--- src/rtl/mem_bist.sv ---
// March-less pattern BIST for a 32 x 8 synchronous memory: write a pattern to
// every word, read it back through a one-cycle compare pipeline, report results.
module mem_bist #(
  parameter int unsigned ADDR_WIDTH = 5,
  parameter int unsigned DATA_WIDTH = 8,
  parameter int unsigned DEPTH      = 2 ** ADDR_WIDTH
) (
  input  logic                  clk,
  input  logic                  rst,
  input  logic                  start,
  input  logic [1:0]            pattern_sel,
  output logic                  busy,
  output logic                  done,
  output logic                  pass,
  output logic [ADDR_WIDTH:0]   err_count,
  output logic [ADDR_WIDTH-1:0] first_err_addr,
  output logic                  mem_write,
  output logic                  mem_read,
  output logic [ADDR_WIDTH-1:0] mem_addr,
  output logic [DATA_WIDTH-1:0] mem_wdata,
  input  logic [DATA_WIDTH-1:0] mem_rdata
);

  typedef enum logic [2:0] {
    IDLE  = 3'd0,
    WRITE = 3'd1,
    READ  = 3'd2,
    DRAIN = 3'd3,
    DONE  = 3'd4
  } state_t;

  localparam logic [ADDR_WIDTH-1:0] LAST_ADDR = ADDR_WIDTH'(DEPTH - 1);
  localparam logic [ADDR_WIDTH:0]   MAX_ERRS  = (ADDR_WIDTH + 1)'(DEPTH);

  state_t                  state;
  logic [1:0]              pat_q;
  logic                    cmp_vld;
  logic [ADDR_WIDTH-1:0]   cmp_addr;
  logic                    err_seen;
  logic                    mismatch;

  // Expected word for address k under pattern sel.
  function automatic logic [DATA_WIDTH-1:0] pat(input logic [1:0]            sel,
                                                 input logic [ADDR_WIDTH-1:0] k);
    logic [DATA_WIDTH+ADDR_WIDTH-1:0] kx;
    logic [DATA_WIDTH-1:0]            alt;
    kx = {{DATA_WIDTH{1'b0}}, k};
    for (int i = 0; i < int'(DATA_WIDTH); i++) alt[i] = ((i % 2) == 0);
    case (sel)
      2'd0:    pat = kx[DATA_WIDTH-1:0];
      2'd1:    pat = k[0] ? ~alt : alt;
      2'd2:    pat = ~kx[DATA_WIDTH-1:0];
      default: pat = {DATA_WIDTH{1'b1}};
    endcase
  endfunction

  assign mismatch = cmp_vld && (mem_rdata != pat(pat_q, cmp_addr));
  assign pass     = done && (err_count == '0);

  // mem_addr doubles as the walking index while in WRITE and READ.
  always_ff @(posedge clk or posedge rst) begin
    if (rst) begin
      state          <= IDLE;
      pat_q          <= '0;
      cmp_vld        <= 1'b0;
      cmp_addr       <= '0;
      err_seen       <= 1'b0;
      err_count      <= '0;
      first_err_addr <= '0;
      busy           <= 1'b0;
      done           <= 1'b0;
      mem_write      <= 1'b0;
      mem_read       <= 1'b0;
      mem_addr       <= '0;
      mem_wdata      <= '0;
    end else begin
      // NOTE: non-blocking throughout, so every branch below sees pre-edge values.
      cmp_vld  <= mem_read;
      cmp_addr <= mem_addr;

      if (mismatch) begin
        if (err_count != MAX_ERRS) err_count <= err_count + 1'b1;
        if (!err_seen) begin
          first_err_addr <= cmp_addr;
          err_seen       <= 1'b1;
        end
      end

      case (state)
        IDLE, DONE: begin
          if (start) begin
            state          <= WRITE;
            pat_q          <= pattern_sel;
            err_count      <= '0;
            first_err_addr <= '0;
            err_seen       <= 1'b0;
            done           <= 1'b0;
            busy           <= 1'b1;
            mem_write      <= 1'b1;
            mem_addr       <= '0;
            mem_wdata      <= pat(pattern_sel, '0);
          end
        end

        WRITE: begin
          if (mem_addr == LAST_ADDR) begin
            state     <= READ;
            mem_write <= 1'b0;
            mem_read  <= 1'b1;
            mem_addr  <= '0;
            mem_wdata <= '0;
          end else begin
            mem_addr  <= mem_addr + 1'b1;
            mem_wdata <= pat(pat_q, mem_addr + 1'b1);
          end
        end

        READ: begin
          if (mem_addr == LAST_ADDR) begin
            state    <= DRAIN;
            mem_read <= 1'b0;
            mem_addr <= '0;
          end else begin
            mem_addr <= mem_addr + 1'b1;
          end
        end

        DRAIN: begin
          // Last read data is compared this cycle; counters settle before done.
          state <= DONE;
          busy  <= 1'b0;
          done  <= 1'b1;
        end

        default: state <= IDLE;
      endcase
    end
  end

endmodule

--- config.mk ---
export PLATFORM = sky130hd
export DESIGN_NAME = mem_bist
export DESIGN_NICKNAME = d
export VERILOG_FILES = /design/src/rtl/mem_bist.sv
export SDC_FILE = /design/constraint.sdc
export NUM_CORES = 1
export LEC_CHECK = 0
export ABC_AREA = 1
export BUFFER_PORTS_ARGS = -buffer_cell sky130_fd_sc_hd__buf_4
export CAP_MARGIN = 25
export CORE_MARGIN = 2
export CORE_UTILIZATION = 55
export CTS_BUF_LIST = sky130_fd_sc_hd__clkbuf_16
export CTS_CLUSTER_DIAMETER = 60
export DETAILED_ROUTE_END_ITERATION = 6
export GPL_TIMING_DRIVEN = 0
export PLACE_DENSITY = 0.79
export SLEW_MARGIN = 20
export SYNTH_ARGS = -nofsm -noshare
export SYNTH_HDL_FRONTEND = slang
export SYNTH_SLANG_ARGS = --single-unit
--- constraint.sdc ---
create_clock -name clk -period 1.98 [get_ports clk]
set_clock_uncertainty 0.15 [all_clocks]
set_input_delay 0.198 -clock clk [delete_from_list [all_inputs] [get_ports clk]]
set_output_delay 0.198 -clock clk [all_outputs]
set_load 0.01 [all_outputs]
* Yosys cells after proc, flatten, opt, wreduce, memory -nomap -nowiden *
Cells that the tools add are included.

storage, ports and cells
  logic and storage cells = 83
  bits in registers = 40

cells by class
  $add $sub $neg = 2
  multiplexer cells = 34
  reductions and logical operators = 19
  bitwise gates (word level) = 2
  equal/unequal tests = 13

operator list
  kind                                                 count
  case mux 8 bit (3 select lines)                      2
  2-to-1 mux 8 bit                                     4
  case mux 8 bit (2 select lines)                      2
  2-to-1 mux 5 bit                                     6
  2-to-1 mux 6 bit                                     4
  inverter 5 -> 8 bit                                  2
  case mux 3 bit (4 select lines)                      1
  case mux 5 bit (2 select lines)                      1
  2-to-1 mux 3 bit                                     3
  AND reduction 3 bit                                  3
  != test 8 bit                                        1
  case mux 1 bit (2 select lines)                      4
  AND reduction 2 bit                                  4
  nonzero test 2 bit                                   4
  2-to-1 mux 1 bit                                     7
  adder 6 x 1 -> 6 bit, second input constant          1
  equality test 3 x 2 -> 1 bit, second input constant  2
  zero test 6 bit                                      1
  != test 2 bit, second input constant                 3
  != test 6 bit, second input constant                 1
  adder 5 x 1 -> 5 bit, second input constant          1
  equality test 5 bit, second input constant           1
  equality test 2 x 1 -> 1 bit, second input constant  2
  zero test 2 bit                                      2
  other kinds (6)                                      8

* Longest topological paths before layout *
  word-level depth = 7
  depth in mapped cells = 14
  mapped depth without buffers = 13

* Worst setup path before layout *
No wires, ideal clock.

  path kind = register to register
  start = register mem_addr[0]
  end = register mem_wdata[6]
  arrival = 1.526 ns
  period minus slack after synthesis = 1.754 ns
  stages on the path, launching flop included = 8
  path slack = 0.226 ns
  cells stage by stage = dfrtp_1 > ha_1 > nand2_1 > nor2_1 > ha_1 > nor2_1 > o21ai_0 > a21oi_1

on the way
  longest elaborated chain between the ends = 5
  elaborated cells on any way between the ends = 6
  those cells by class = add/sub: 1; eq/ne: 1; mux: 4

RTL lines
  element                              line  source
  from (decl)                          19    output logic [ADDR_WIDTH-1:0] mem_addr,
  from (signal assigned)               113   mem_addr <= mem_addr + 1'b1;
  from (signal assigned)               124   mem_addr <= mem_addr + 1'b1;
  adder 5 x 1 -> 5 bit                 114   mem_wdata <= pat(pat_q, mem_addr + 1'b1);
  2-to-1 mux 8 bit                     51    2'd1: pat = k[0] ? ~alt : alt;
  case mux 8 bit (3 select lines)      49    case (sel)
  2-to-1 mux 8 bit (*)                 106   if (mem_addr == LAST_ADDR) begin
  case mux 8 bit (2 select lines) (*)  89    case (state)
  to (signal assigned)                 101   mem_wdata <= pat(pattern_sel, '0);
  to (signal assigned)                 114
  to (decl)                            20    output logic [DATA_WIDTH-1:0] mem_wdata,

Mark *: on every way between the ends. The rest lies on a longest branch, timed or not.
A chain may end at the register's enable or synchronous reset.

* Worst setup path after layout *
  start = register pat_q[1]
  end = register err_count[3]

on the way
  longest elaborated chain between the ends = 7
  elaborated cells on any way between the ends = 9
  those cells by class = eq/ne: 3; mux: 4; reduce/logical: 2

RTL lines
  element                                            line  source
  from (decl)                                        36    logic [1:0] pat_q;
  from (signal assigned)                             93    pat_q <= pattern_sel;
  equality test 2 bit, or another cell as far along  49
  case mux 8 bit (3 select lines) (*)                49
  != test 8 bit (*)                                  57    assign mismatch = cmp_vld && (mem_rdata != pat(pat_q, cmp_addr));
  logical AND 1 bit (*)                              57
  2-to-1 mux 6 bit (*)                               81    if (mismatch) begin
  2-to-1 mux 6 bit                                   91    if (start) begin
  2-to-1 mux 6 bit (*)                               89
  to (signal assigned)                               82    if (err_count != MAX_ERRS) err_count <= err_count + 1'b1;
  to (decl)                                          15    output logic [ADDR_WIDTH:0] err_count,

Marked as above.

==> metrics.txt <==
CTS root buf clkbuf_16; ANT cells 0; I/O pins 42; H-Tree Depth 2; Clock Latency Late Sink 0.28 ns; Power Density 1690 nW/µm²; Port Buffers 41; hold endpoint pat_q[1]; Fillers 255; area taken by multi-input logic gates 1190 µm²; initial antenna violation count 0; adder-cell area share of the yosys netlist 0.0228; post-synthesis xor/xnor area fraction 0.0160; CP max FO 6; Simple-Gate Fraction of Synth Area 0.316; CTS Buf Count 5; mux contribution to synthesized area 0.00912; Critical Path Source Type flop; VDD IR max between 1000 and 1500 µV; relative slew slack 0.617; Ys Warns 0; hold_sp pattern_sel[1]; Unique masters post-synth 28; hold depth 3; WL final 5830 µm; Syn Nets approximately 300; Final HPWL DP 3720 µm; Via Count 2202; clk sinks 39; GRT Util Overall 0.256; synth-to-layout area growth 38.4%; max-cap violation count 0; Avg Inst Size Synth about 7.6 µm²; Sequential Area roughly 1000 µm²; Setup WS pre-CTS -0.0601 ns; Syn Inst Count 290; Overflow after GRT 0; post-route ant nets 0; final hold vios 0; largest family of logic cells by synthesized area simple AND/OR/NAND/NOR gates; worst min-delay path class input port to flop; CP bufs+invs 2; worst r2r dst err_count[3]; Seq/Total Area, Yosys 0.444; largest net degree at the start of global routing 32; Longest Clk Path Bufs 2; First-pass DRT Iterations 4; Avg WL per Cell 14.5 µm; register bit total from synthesis 39; mapped cell area around 2200 µm²; die height 67.2 µm; reg-to-reg startpoint pat_q[1]; required time of the critical path 2.04 ns; crit path time final roughly 2.0 ns; # nets final approximately 370; Synth Area in Compound Gates 0.105; Finish-stage setup viols 0; Worst path slowest cell dfrtp_2; Reg2Reg Depth 11; placeable core region 3740 µm²; fmax 0.512 GHz; num rows 22; Clk pin slew, worst setup/hold paths 0.06 ns; Via density around 5.5; Final period util 0.986; outcome finished, final reports clean; CP cell instances buf_4, nor2_4, nand2_1, nand4_1, nand2_1, nor2_2, nand3_4, nand2_4, buf_6, nand2_4, a21oi_2; Worst Setup End Kind flop; Worst Max-Slew Pin Slew 0.569 ns; unrepaired setup endpoints after global routing true; Worst Setup Path Type flop to flop; first-pass GRT wire length 8580 µm; Residual DRC 0; vias in the first global route 1896; delay-heaviest family, CP simple AND/OR/NAND/NOR gates; Crit path largest cell delay 0.45 ns; full die area 4510 µm²; CTS tree done; Leakage 1.56 nW; Worst EP arrival 2.02 ns; initial drt markers 185; r2r setup slk 0.03 ns; post-route worst setup slack 0.0268 ns; Initial Util 0.587; die width 67.2 µm; layout cell share with drive strength beyond 1 0.341; Design Power between 5 and 6 mW; Slew Limit Fails 0; Final Wtd Congestion 0.910
[per-stage QoR]
step	hold WS, ns	cells	cell area (µm²)	setup TNS (ns)	utilization
after global placement	0.249	379	2560	0	0.685
after CTS	0.0627	389	2750	0	0.734
final	0.0653	403	3040	0	0.812
after floorplan	0.212	290	2200	0	-
after detailed placement	-0.0126	380	2580	-0.472	0.690
after global routing	0.106	403	3040	-0.599	0.812
[area by class of cell]
class / count / share of cell area
Buffer: 7 / 0.0185
Timing Repair Buffer: 57 / 0.152
Tap cell: 48 / 0.0198
Clock buffer: 5 / 0.0412
Sequential cell: 39 / 0.322
Clock inverter: 3 / 0.00535
Inverter: 37 / 0.0506
Multi-Input combinational cell: 207 / 0.390
[tightest hold or removal path, cell delays in order]
cell and delay [ns]:
buf_4 0.09, nor2_1 0.06, a21oi_1 0.11
[cell families (layout without fill, tap and decap cells)]
kind of cell             Yosys count  count (layout)
XOR/XNOR                           4               4
multiplexers                       2               2
AND/OR/NAND/NOR                  155             155
AO/OA/AOI/OAI                     42              42
adder cells (fa/ha/maj)            4               4
buffers and inverters             44             109
flip-flops                        39              39
[sequential cells by signal (all words and copies together) (netlist names)]
register and count:
cmp_vld 1, cmp_addr 5, first_err_addr 5, state 3, busy 1, pat_q 2, err_seen 1, mem_write 1
mem_wdata 7, done 1, err_count 6, mem_addr 5, mem_read 1
[cell usage after synthesis, drive strengths merged]
cell    instances  area, µm²
a32o            1       10.0
dfrtp          39        976
mux2i           2       20.0
nor2           44        168
buf             7       48.8
nand3          27        180
ha              4       50.1
nor3            4       20.0
inv            37        141
nand2          71        267
xor2            4       35.0
a21oi          14       70.1
or2             1       6.26
nand3b          3       22.5
nor4            2       12.5
o211ai          4       30.0
a31oi           1       6.26
o22ai           1       6.26
nand4           3       18.8
o31ai           1       7.51
o21ai          20        100
[layout by cell type (no fill, tap or decap), types with 4 or more instances in the layout]
cell       count
nand2_2        5
nor2_1        28
nand2_4        4
nand2_1       61
xor2_1         4
buf_2          4
nor2_2        13
o211ai_1       4
clkbuf_16      6
buf_4         54
o21ai_0       16
inv_1         33
nor3_1         4
ha_1           4
nand3_2        8
dfrtp_1       36
a21oi_1       11
nand3_1       17
[timing repair]
item,in CTS,in global routing
pin swaps,0,16
hold buffers,1,0
cloned,0,2
buffers inserted,0,12
endpoints found under the hold margin,39,0
gates resized for setup,4,50
setup endpoints to repair,11,16
[worst max-delay path by stage]
stage                      from                 to  cells after the start
floorplan           mem_addr[0]       mem_wdata[6]                      7
global placement    mem_addr[0]       mem_wdata[6]                      7
detailed placement     pat_q[0]  first_err_addr[4]                     14
CTS                    pat_q[1]  first_err_addr[0]                     11
global route           pat_q[1]       err_count[4]                     11
finish                 pat_q[1]       err_count[3]                     11
[per-layer routing]
layer / part of all wire / vias up / track usage
li1: - / 1072 / -
met1: 0.44 / 1051 / 0.356
met2: 0.48 / 65 / 0.395
met3: 0.058 / 14 / 0.0600
met4: 0.024 / 0 / 0.0867
met5: 0 / - / 0
[where the power goes]
group          total (mW)  switching [mW]  leakage, nW  internal, mW
Clock               0.767           0.308       0.0710         0.459
Combinational        2.88            1.65         1.01          1.23
Sequential           1.48           0.340        0.477          1.14
Total                5.13            2.30         1.56          2.83
Note: power is estimated with default switching activity, not from simulation.
